`config.mk`:
```
export PLATFORM = sky130hd
export DESIGN_NAME = prirv32_idu
export DESIGN_NICKNAME = d
export VERILOG_FILES = /design/src/rtl/prirv32_idu.sv
export SDC_FILE = /design/constraint.sdc
export NUM_CORES = 1
export LEC_CHECK = 0
export BUFFER_PORTS_ARGS = -buffer_cell sky130_fd_sc_hd__buf_2
export CORE_MARGIN = 2
export CORE_UTILIZATION = 50
export CTS_CLUSTER_DIAMETER = 80
export DETAILED_ROUTE_END_ITERATION = 8
export PLACE_DENSITY = 0.81
export REMOVE_ABC_BUFFERS = 1
export SYNTH_ARGS = -nofsm -noshare
export SYNTH_HDL_FRONTEND = slang
export SYNTH_SLANG_ARGS = --single-unit
```
`constraint.sdc`:
```
create_clock -name clk_i -period 2.9 [get_ports clk_i]
set_input_delay 0.29 -clock clk_i [delete_from_list [all_inputs] [get_ports clk_i]]
set_output_delay 0.29 -clock clk_i [all_outputs]
set_load 0.01 [all_outputs]
```
`src/rtl/prirv32_idu.sv`:
```
// rtl/prirv32_idu.sv - priRV32 instruction decode stage
// Decodes one RV32I instruction per handshake into a single registered stage feeding execute.
module prirv32_idu #(
   parameter int ILLEGAL_HALT = 1
) (
   input  logic        clk_i,
   input  logic        rst_n,
   input  logic        ifu_valid_i,
   input  logic [31:0] ifu_inst_i,
   input  logic [31:0] ifu_pc_i,
   output logic        idu_ready_o,
   input  logic        exu_ready_i,
   input  logic        exu_flush_i,
   output logic        idu_valid_o,
   output logic [31:0] pc_o,
   output logic [4:0]  rs1_addr_o,
   output logic [4:0]  rs2_addr_o,
   output logic [4:0]  rd_addr_o,
   output logic [31:0] imm_o,
   output logic [2:0]  funct3_o,
   output logic [3:0]  alu_op_o,
   output logic        use_imm_o,
   output logic        rd_we_o,
   output logic        is_branch_o,
   output logic        is_jal_o,
   output logic        is_jalr_o,
   output logic        is_load_o,
   output logic        is_store_o,
   output logic        is_auipc_o,
   output logic        illegal_o
);

   typedef enum logic {
      ST_RUN  = 1'b0,
      ST_HALT = 1'b1
   } state_t;

   localparam logic [6:0] OP_R      = 7'b0110011;
   localparam logic [6:0] OP_IMM    = 7'b0010011;
   localparam logic [6:0] OP_LOAD   = 7'b0000011;
   localparam logic [6:0] OP_STORE  = 7'b0100011;
   localparam logic [6:0] OP_BRANCH = 7'b1100011;
   localparam logic [6:0] OP_JAL    = 7'b1101111;
   localparam logic [6:0] OP_JALR   = 7'b1100111;
   localparam logic [6:0] OP_LUI    = 7'b0110111;
   localparam logic [6:0] OP_AUIPC  = 7'b0010111;

   localparam logic [3:0] ALU_ADD   = 4'd0;
   localparam logic [3:0] ALU_SUB   = 4'd1;
   localparam logic [3:0] ALU_SLL   = 4'd2;
   localparam logic [3:0] ALU_SLT   = 4'd3;
   localparam logic [3:0] ALU_SLTU  = 4'd4;
   localparam logic [3:0] ALU_XOR   = 4'd5;
   localparam logic [3:0] ALU_SRL   = 4'd6;
   localparam logic [3:0] ALU_SRA   = 4'd7;
   localparam logic [3:0] ALU_OR    = 4'd8;
   localparam logic [3:0] ALU_AND   = 4'd9;
   localparam logic [3:0] ALU_PASSB = 4'd10;

   state_t      state;
   state_t      state_nxt;
   logic        accept;

   logic [6:0]  opcode;
   logic [2:0]  funct3;
   logic [6:0]  funct7;
   logic [31:0] imm_i;
   logic [31:0] imm_s;
   logic [31:0] imm_b;
   logic [31:0] imm_u;
   logic [31:0] imm_j;

   logic [4:0]  dec_rs1;
   logic [4:0]  dec_rs2;
   logic [4:0]  dec_rd;
   logic [31:0] dec_imm;
   logic [3:0]  dec_alu;
   logic        dec_use_imm;
   logic        dec_rd_we;
   logic        dec_branch;
   logic        dec_jal;
   logic        dec_jalr;
   logic        dec_load;
   logic        dec_store;
   logic        dec_auipc;
   logic        dec_illegal;

   assign opcode = ifu_inst_i[6:0];
   assign funct3 = ifu_inst_i[14:12];
   assign funct7 = ifu_inst_i[31:25];

   assign imm_i = {{20{ifu_inst_i[31]}}, ifu_inst_i[31:20]};
   assign imm_s = {{20{ifu_inst_i[31]}}, ifu_inst_i[31:25], ifu_inst_i[11:7]};
   assign imm_b = {{19{ifu_inst_i[31]}}, ifu_inst_i[31], ifu_inst_i[7],
                   ifu_inst_i[30:25], ifu_inst_i[11:8], 1'b0};
   assign imm_u = {ifu_inst_i[31:12], 12'b0};
   assign imm_j = {{11{ifu_inst_i[31]}}, ifu_inst_i[31], ifu_inst_i[19:12],
                   ifu_inst_i[20], ifu_inst_i[30:21], 1'b0};

   // alt selects SUB/SRA; callers only raise it where that encoding exists
   function automatic logic [3:0] alu_from_f3(input logic [2:0] f3, input logic alt);
      logic [3:0] op;
      case (f3)
         3'b000:  op = alt ? ALU_SUB : ALU_ADD;
         3'b001:  op = ALU_SLL;
         3'b010:  op = ALU_SLT;
         3'b011:  op = ALU_SLTU;
         3'b100:  op = ALU_XOR;
         3'b101:  op = alt ? ALU_SRA : ALU_SRL;
         3'b110:  op = ALU_OR;
         default: op = ALU_AND;
      endcase
      return op;
   endfunction

   always_comb begin
      dec_rs1     = 5'd0;
      dec_rs2     = 5'd0;
      dec_rd      = 5'd0;
      dec_imm     = 32'd0;
      dec_alu     = ALU_ADD;
      dec_use_imm = 1'b0;
      dec_rd_we   = 1'b0;
      dec_branch  = 1'b0;
      dec_jal     = 1'b0;
      dec_jalr    = 1'b0;
      dec_load    = 1'b0;
      dec_store   = 1'b0;
      dec_auipc   = 1'b0;
      dec_illegal = 1'b0;
      case (opcode)
         OP_R: begin
            dec_rs1     = ifu_inst_i[19:15];
            dec_rs2     = ifu_inst_i[24:20];
            dec_rd      = ifu_inst_i[11:7];
            dec_rd_we   = 1'b1;
            dec_alu     = alu_from_f3(funct3, funct7[5]);
            dec_illegal = !((funct7 == 7'b0000000) ||
                            (funct7 == 7'b0100000 && (funct3 == 3'b000 || funct3 == 3'b101)));
         end
         OP_IMM: begin
            dec_rs1     = ifu_inst_i[19:15];
            dec_rd      = ifu_inst_i[11:7];
            dec_imm     = imm_i;
            dec_use_imm = 1'b1;
            dec_rd_we   = 1'b1;
            dec_alu     = alu_from_f3(funct3, (funct3 == 3'b101) && funct7[5]);
         end
         OP_LOAD: begin
            dec_rs1     = ifu_inst_i[19:15];
            dec_rd      = ifu_inst_i[11:7];
            dec_imm     = imm_i;
            dec_use_imm = 1'b1;
            dec_rd_we   = 1'b1;
            dec_load    = 1'b1;
         end
         OP_STORE: begin
            dec_rs1     = ifu_inst_i[19:15];
            dec_rs2     = ifu_inst_i[24:20];
            dec_imm     = imm_s;
            dec_use_imm = 1'b1;
            dec_store   = 1'b1;
         end
         OP_BRANCH: begin
            dec_rs1     = ifu_inst_i[19:15];
            dec_rs2     = ifu_inst_i[24:20];
            dec_imm     = imm_b;
            dec_alu     = ALU_SUB;
            dec_branch  = 1'b1;
         end
         OP_JAL: begin
            dec_rd      = ifu_inst_i[11:7];
            dec_imm     = imm_j;
            dec_rd_we   = 1'b1;
            dec_jal     = 1'b1;
         end
         OP_JALR: begin
            dec_rs1     = ifu_inst_i[19:15];
            dec_rd      = ifu_inst_i[11:7];
            dec_imm     = imm_i;
            dec_rd_we   = 1'b1;
            dec_jalr    = 1'b1;
            dec_illegal = (funct3 != 3'b000);
         end
         OP_LUI: begin
            dec_rd      = ifu_inst_i[11:7];
            dec_imm     = imm_u;
            dec_alu     = ALU_PASSB;
            dec_use_imm = 1'b1;
            dec_rd_we   = 1'b1;
         end
         OP_AUIPC: begin
            dec_rd      = ifu_inst_i[11:7];
            dec_imm     = imm_u;
            dec_rd_we   = 1'b1;
            dec_auipc   = 1'b1;
         end
         default: dec_illegal = 1'b1;
      endcase
      // an illegal word carries only its PC, funct3 and the illegal flag downstream
      if (dec_illegal) begin
         dec_rs1     = 5'd0;
         dec_rs2     = 5'd0;
         dec_rd      = 5'd0;
         dec_imm     = 32'd0;
         dec_alu     = ALU_ADD;
         dec_use_imm = 1'b0;
         dec_rd_we   = 1'b0;
         dec_branch  = 1'b0;
         dec_jal     = 1'b0;
         dec_jalr    = 1'b0;
         dec_load    = 1'b0;
         dec_store   = 1'b0;
         dec_auipc   = 1'b0;
      end
   end

   assign idu_ready_o = (state == ST_RUN) && (!idu_valid_o || exu_ready_i);
   assign accept      = ifu_valid_i && idu_ready_o && !exu_flush_i;

   always_ff @(posedge clk_i or negedge rst_n) begin
      if (!rst_n) begin
         state <= ST_RUN;
      end else begin
         state <= state_nxt;
      end
   end

   always_comb begin
      state_nxt = state;
      if (exu_flush_i) begin
         state_nxt = ST_RUN;
      end else if (accept && dec_illegal && (ILLEGAL_HALT != 0)) begin
         state_nxt = ST_HALT;
      end
   end

   always_ff @(posedge clk_i or negedge rst_n) begin
      if (!rst_n) begin
         idu_valid_o <= 1'b0;
         pc_o        <= 32'd0;
         rs1_addr_o  <= 5'd0;
         rs2_addr_o  <= 5'd0;
         rd_addr_o   <= 5'd0;
         imm_o       <= 32'd0;
         funct3_o    <= 3'd0;
         alu_op_o    <= 4'd0;
         use_imm_o   <= 1'b0;
         rd_we_o     <= 1'b0;
         is_branch_o <= 1'b0;
         is_jal_o    <= 1'b0;
         is_jalr_o   <= 1'b0;
         is_load_o   <= 1'b0;
         is_store_o  <= 1'b0;
         is_auipc_o  <= 1'b0;
         illegal_o   <= 1'b0;
      end else if (exu_flush_i) begin
         idu_valid_o <= 1'b0;
      end else if (accept) begin
         idu_valid_o <= 1'b1;
         pc_o        <= ifu_pc_i;
         rs1_addr_o  <= dec_rs1;
         rs2_addr_o  <= dec_rs2;
         rd_addr_o   <= dec_rd;
         imm_o       <= dec_imm;
         funct3_o    <= funct3;
         alu_op_o    <= dec_alu;
         use_imm_o   <= dec_use_imm;
         rd_we_o     <= dec_rd_we && (dec_rd != 5'd0);
         is_branch_o <= dec_branch;
         is_jal_o    <= dec_jal;
         is_jalr_o   <= dec_jalr;
         is_load_o   <= dec_load;
         is_store_o  <= dec_store;
         is_auipc_o  <= dec_auipc;
         illegal_o   <= dec_illegal;
      end else if (idu_valid_o && exu_ready_i) begin
         idu_valid_o <= 1'b0;
      end
   end

endmodule

```
Word level (Yosys, flattened, before mapping)
Cells that the tools add are included.

Eq/ne operators: 16. Multiplexer cells: 38. Bitwise operators: 2. Reduce and logical (&&, ||, !) cells: 28.

Operator list (number): case mux 32 bit (5 select lines) (1); case mux 4 bit (7 select lines) (2); 2-to-1 mux 32 bit (1); 2-to-1 mux 5 bit (6); equality test 7 x 6 -> 1 bit, second input constant (4); 2-to-1 mux 1 bit (25); equality test 7 bit, second input constant (3); case mux 4 bit (4 select lines) (1); equality test 7 x 5 -> 1 bit, second input constant (2); OR reduction 7 bit (2); equality test 3 bit, second input constant (3); logical AND 1 bit (8); equality test 7 x 2 -> 1 bit, second input constant (1); zero test 7 bit (1); equality test 3 x 2 -> 1 bit, second input constant (2); nonzero test 3 bit (2); OR reduction 3 bit (2); OR reduction 6 bit (1); nonzero test 5 bit (1); 2-to-1 mux 4 bit (1); OR reduction 4 bit (1); equality test 3 x 1 -> 1 bit, second input constant (1); zero test 1 bit (3); zero test 3 bit (1); other kinds (6) (9).

Register bits after elaboration: 97. Input port bits: 69. Output and inout bits: 97. Word-level logic and storage cells: 102.

Logic depth before layout (Yosys ltp)
Word-level depth: 9. Gate-level depth with buffers: 7. Depth with buffers taken out: 4.

Least setup slack after synthesis
OpenSTA, ideal clock, no wires.

Path kind: in2reg. Start: input ifu_inst_i[13]. End: register imm_o[20]. Library setup time: 82 ps. Arrival time: 1637 ps. Required time: 2818 ps. Path slack: 1181 ps. Stages on the path: 6. Path buffers: 2. Path through: buf_2 > or3_4 > a211oi_4 > o221ai_2 > buf_6 > a22oi_2.

Word-level cells in the longest chain between the ends: 7. Elaborated cells between the ends (all ways): 9. Classes of those cells: eq/ne: 1; mux: 2; reduce/logical: 6.

RTL lines: start, declared (RTL line 9) `input logic [31:0] ifu_inst_i,`; equality test 3 bit or zero test 3 bit (tied branches) (RTL line 139) `(funct7 == 7'b0100000 && (funct3 == 3'b000 || funct3 == 3'b101)));`; logical OR 1 bit (RTL line 139); logical AND 1 bit (RTL line 139); logical OR 1 bit (RTL line 138) `dec_illegal = !((funct7 == 7'b0000000) ||`; zero test 1 bit (RTL line 138); case mux 1 bit (3 select lines) (*) (RTL line 131) `case (opcode)`; 2-to-1 mux 32 bit (*) (RTL line 201) `if (dec_illegal) begin`; end signal, assigned (RTL line 265) `imm_o <= dec_imm;`; end, declared (RTL line 19) `output logic [31:0] imm_o,`.

Mark *: on every way between the ends. The rest lies on a longest branch, timed or not. A chain may end at the register's enable or synchronous reset.

Worst setup path in the final report
Start: register idu_valid_o. End: register imm_o[25].

Word-level cells in the longest chain between the ends: 6.

RTL lines: start, declared (RTL line 14) `output logic idu_valid_o,`; start signal, assigned (RTL line 240) `idu_valid_o <= 1'b0;`; start signal, assigned (RTL line 258) `idu_valid_o <= 1'b0;`; start signal, assigned (RTL line 260) `idu_valid_o <= 1'b1;`; zero test 1 bit (RTL line 218) `assign idu_ready_o = (state == ST_RUN) && (!idu_valid_o || exu_ready_i);`; logical OR 1 bit (RTL line 218); logical AND 1 bit (RTL line 218); logical AND 1 bit (2 in series) (RTL line 219) `assign accept = ifu_valid_i && idu_ready_o && !exu_flush_i;`; AND reduction 2 bit (no line).

No other way between the ends.

==> summary.md <==
| Metric | Value |
|---|---|
| Status | `finished clean` |
| P_sw | `0.898 mW` |
| Cell variety after synth | `57` |
| Clk buf depth | `2` |
| Largest net degree at the start of global routing | `64` |
| N_diodes | `0` |
| Multi-input logic area | `0.00196 sq mm` |
| Layout cell share with drive strength beyond 1 | `0.356` |
| Synth area leader | `dfrtp_1` |
| DP Area | `0.00544 sq mm` |
| Synth top area share | `0.530` |
| Hpwl dp | `9040 microns` |
| Total GRT Usage | `0.247` |
| Initial DRC count | `275` |
| Vias | `4200` |
| Final setup TNS | `0 ns` |
| RSZ-0062 raised after global routing | `no` |
| Row count | `34` |
| CTS Buf Count | `9` |
| Worst-Skew Late Latency | `0.36 ns` |
| Non-Filler Instances | `754` |
| Cell area after layout | `0.00568 sq mm` |
| PwrDens | `540 mW/mm^2` |
| CP Max Fanout | `63` |
| Worst Hold Path Cells | `3` |
| Max VDD drop | `329 uV` |
| Required time worst endpoint | `3.18 ns` |
| Count of input and output buffers | `165` |
| Hold endpoint | `pc_o[16]` |
| Startpoint types | `flop` |
| Congestion Overflow GR | `0` |
| Die area | `0.00994 sq mm` |
| Mean post-synth cell area | `9.38 sq um` |
| First drt pass iteration count | `5` |
| Reg2Reg Depth | `5` |
| Final Hold Fails | `0` |
| Synth Warn # | `0` |
| Internal power | `2.17 mW` |
| GR Util met3 | `0.0506` |
| Fillers | `748` |
| Top cells by count, synth | `nand2_1 (190), dfrtp_1 (97), o21ai_0 (24)` |
| Ranking of synthesized cells by area | `dfrtp_1 (53%), nand2_1 (16%), a22oi_2 (3.0%), o21ai_0 (2.6%), a22oi_1 (2.5%)` |
| Hold Worst Slack | `0.112 ns` |
| Max Cap Viol | `0` |
| Initial antenna violation count | `1` |
| P&R area growth vs syn | `23.9%` |
| # placed instances | `737` |
| Pwr Total | `3.07 mW` |
| H-tree depth | `3` |
| RR Endpoint | `imm_o[25]` |
| Post-synth ARST share | `1.00` |
| FF-to-FF setup slack | `0.84 ns` |
| Setup violators final | `0` |
| Fin. max-slew vios | `0` |
| Switch share | `0.293` |
| CP Class | `flop to flop` |
| Post-synth EDFFs | `0` |
| Hold path start | `ifu_pc_i[16]` |
| CP endpoint kind | `flop` |
| Tightest Hold Check Type | `input port to flop` |
| # IOs | `166` |
| Most common cell in the netlist | `nand2_1` |
| Post-Syn Instances | `488` |
| Nets | `710` |
| Slew HR | `0.186` |
| Vias per cell | `5.57` |
| Die width | `99.7 microns` |
| Vias in the first global route | `3919` |
| Clock transition at path regs | `0.10 ns` |
| Pleak | `2.87 nW` |
| Final period util | `0.711` |
| Sequential share of power | `0.498` |
| DRC | `0` |
| Mapped cell area | `0.00458 sq mm` |
| CTS tree | `built` |
| Worst Tran Pin Value | `1.21 ns` |
| Met2 usage in global routing | `0.398` |
| Tmin final | `2.06 ns` |
| Routed length per instance | `16.4 microns` |
| R2R Path Start | `idu_valid_o` |
| GR Layer Usage met1 | `0.345` |
| Core Footprint | `0.00881 sq mm` |
| Final ANT Viol Nets | `0` |
| Storage cell area | `0.00243 sq mm` |
| CP arrival | `2.34 ns` |
| Total Wirelength | `12400 microns` |
| Die H | `99.7 microns` |
| Comb power frac | `0.175` |
| Root buffer cell | `clkbuf_8` |
| Crit. Startpoint | `idu_valid_o` |
| Initial core utilization | `0.520` |
| CTS Sinks | `97` |
| Placer Congestion | `0.839` |
| Max Freq | `485 MHz` |
| First-pass GRT wire length | `19600 microns` |
| Post-synthesis sequential area ratio | `0.530` |
| Synthesis-stage register bit count | `97` |
| Fin Clk Skew | `0.0110 ns` |
| Clock power frac | `0.327` |
| Grt peak-use layer | `met2` |
| Dominant synthesized flop cell | `dfrtp_1` |
[through the flow]
stage / utilization / setup WS, ns
finish: 0.645 / 0.839
global route: 0.645 / 0.635
CTS: 0.645 / 0.835
detailed placement: 0.618 / 0.626
global placement: 0.618 / 0.729
floorplan: - / -0.317
[cell usage in the layout, fill, tap and decap left out, types with 9 or more instances in the layout]
| master | n |
|---|---|
| buf_2 | 164 |
| o21ai_0 | 24 |
| buf_4 | 10 |
| nor2_1 | 9 |
| o31ai_1 | 14 |
| dfrtp_1 | 97 |
| nand2_1 | 190 |
| a31oi_1 | 9 |
| clkbuf_8 | 9 |
| a22oi_2 | 11 |
| a22oi_1 | 15 |
[kinds of logic (layout without fill, tap and decap cells)]
| group | count (synthesis) | in the layout | share of synthesized area |
|---|---|---|---|
| and+or+nand+nor | 235 | 235 | 0.224 |
| AOI/OAI and AO/OA | 112 | 112 | 0.192 |
| DFF | 97 | 97 | 0.530 |
| buffers and inverters | 39 | 197 | 0.0432 |
| xor gates and xnor gates | 3 | 3 | 0.00574 |
| muxes | 2 | 2 | 0.00464 |
[sequential cells by signal (all words and copies together) (netlist names)]
| name | count |
|---|---|
| is_jalr_o | 1 |
| illegal_o | 1 |
| alu_op_o | 4 |
| rd_we_o | 1 |
| is_load_o | 1 |
| idu_valid_o | 1 |
| rs1_addr_o | 5 |
| imm_o | 32 |
| rs2_addr_o | 5 |
| use_imm_o | 1 |
| pc_o | 32 |
| state | 1 |
| funct3_o | 3 |
| is_branch_o | 1 |
| is_auipc_o | 1 |
| is_store_o | 1 |
| is_jal_o | 1 |
| rd_addr_o | 5 |
[layout make-up]
class,count,area share
tap,108,0.0238
sequential,97,0.428
inverter,6,0.00397
timing repair buffer,175,0.160
clock buffer,9,0.0218
clock inverter,7,0.0179
multi-input combinational,352,0.345
[what timing repair did]
action,CTS,global route
setup buffers,0,0
endpoints found under the hold margin,52,0
hold buffers,1,0
resized for setup,0,0
[critical path, cell delays in order (launching register included)]
cell and delay, ns:
dfrtp_1 0.35, nor2b_1 0.33, or3_4 0.60, buf_4 0.39, nand2_1 0.10, a22oi_2 0.19
[worst max-delay path by stage]
stage	end	slack, ns	cells after the start
after floorplan	imm_o[30]	-0.32	4
final	imm_o[25]	0.84	5
after global placement	imm_o[25]	0.73	6
after CTS	imm_o[25]	0.83	5
after global routing	imm_o[27]	0.63	5
after detailed placement	imm_o[22]	0.63	6
[per-layer routing]
| layer | vias up | part of all wire | wire [microns] |
|---|---|---|---|
| met5 | - | 0 | 0 |
| li1 | 1989 | - | - |
| met3 | 8 | 0.065 | 808 |
| met1 | 2027 | 0.45 | 5550 |
| met2 | 176 | 0.48 | 5960 |
| met4 | 0 | 0.0063 | 78 |
[power groups by stage]
stage	registers, mW	clock network [mW]	logic [mW]
after detailed placement	1.56	0	0.538
after global routing	1.54	1.07	0.600
after CTS	1.53	1.02	0.542
final	1.53	1.00	0.536
after global placement	1.55	0	0.526
after floorplan	1.62	0	0.189
(Power assumes the default switching activity.)
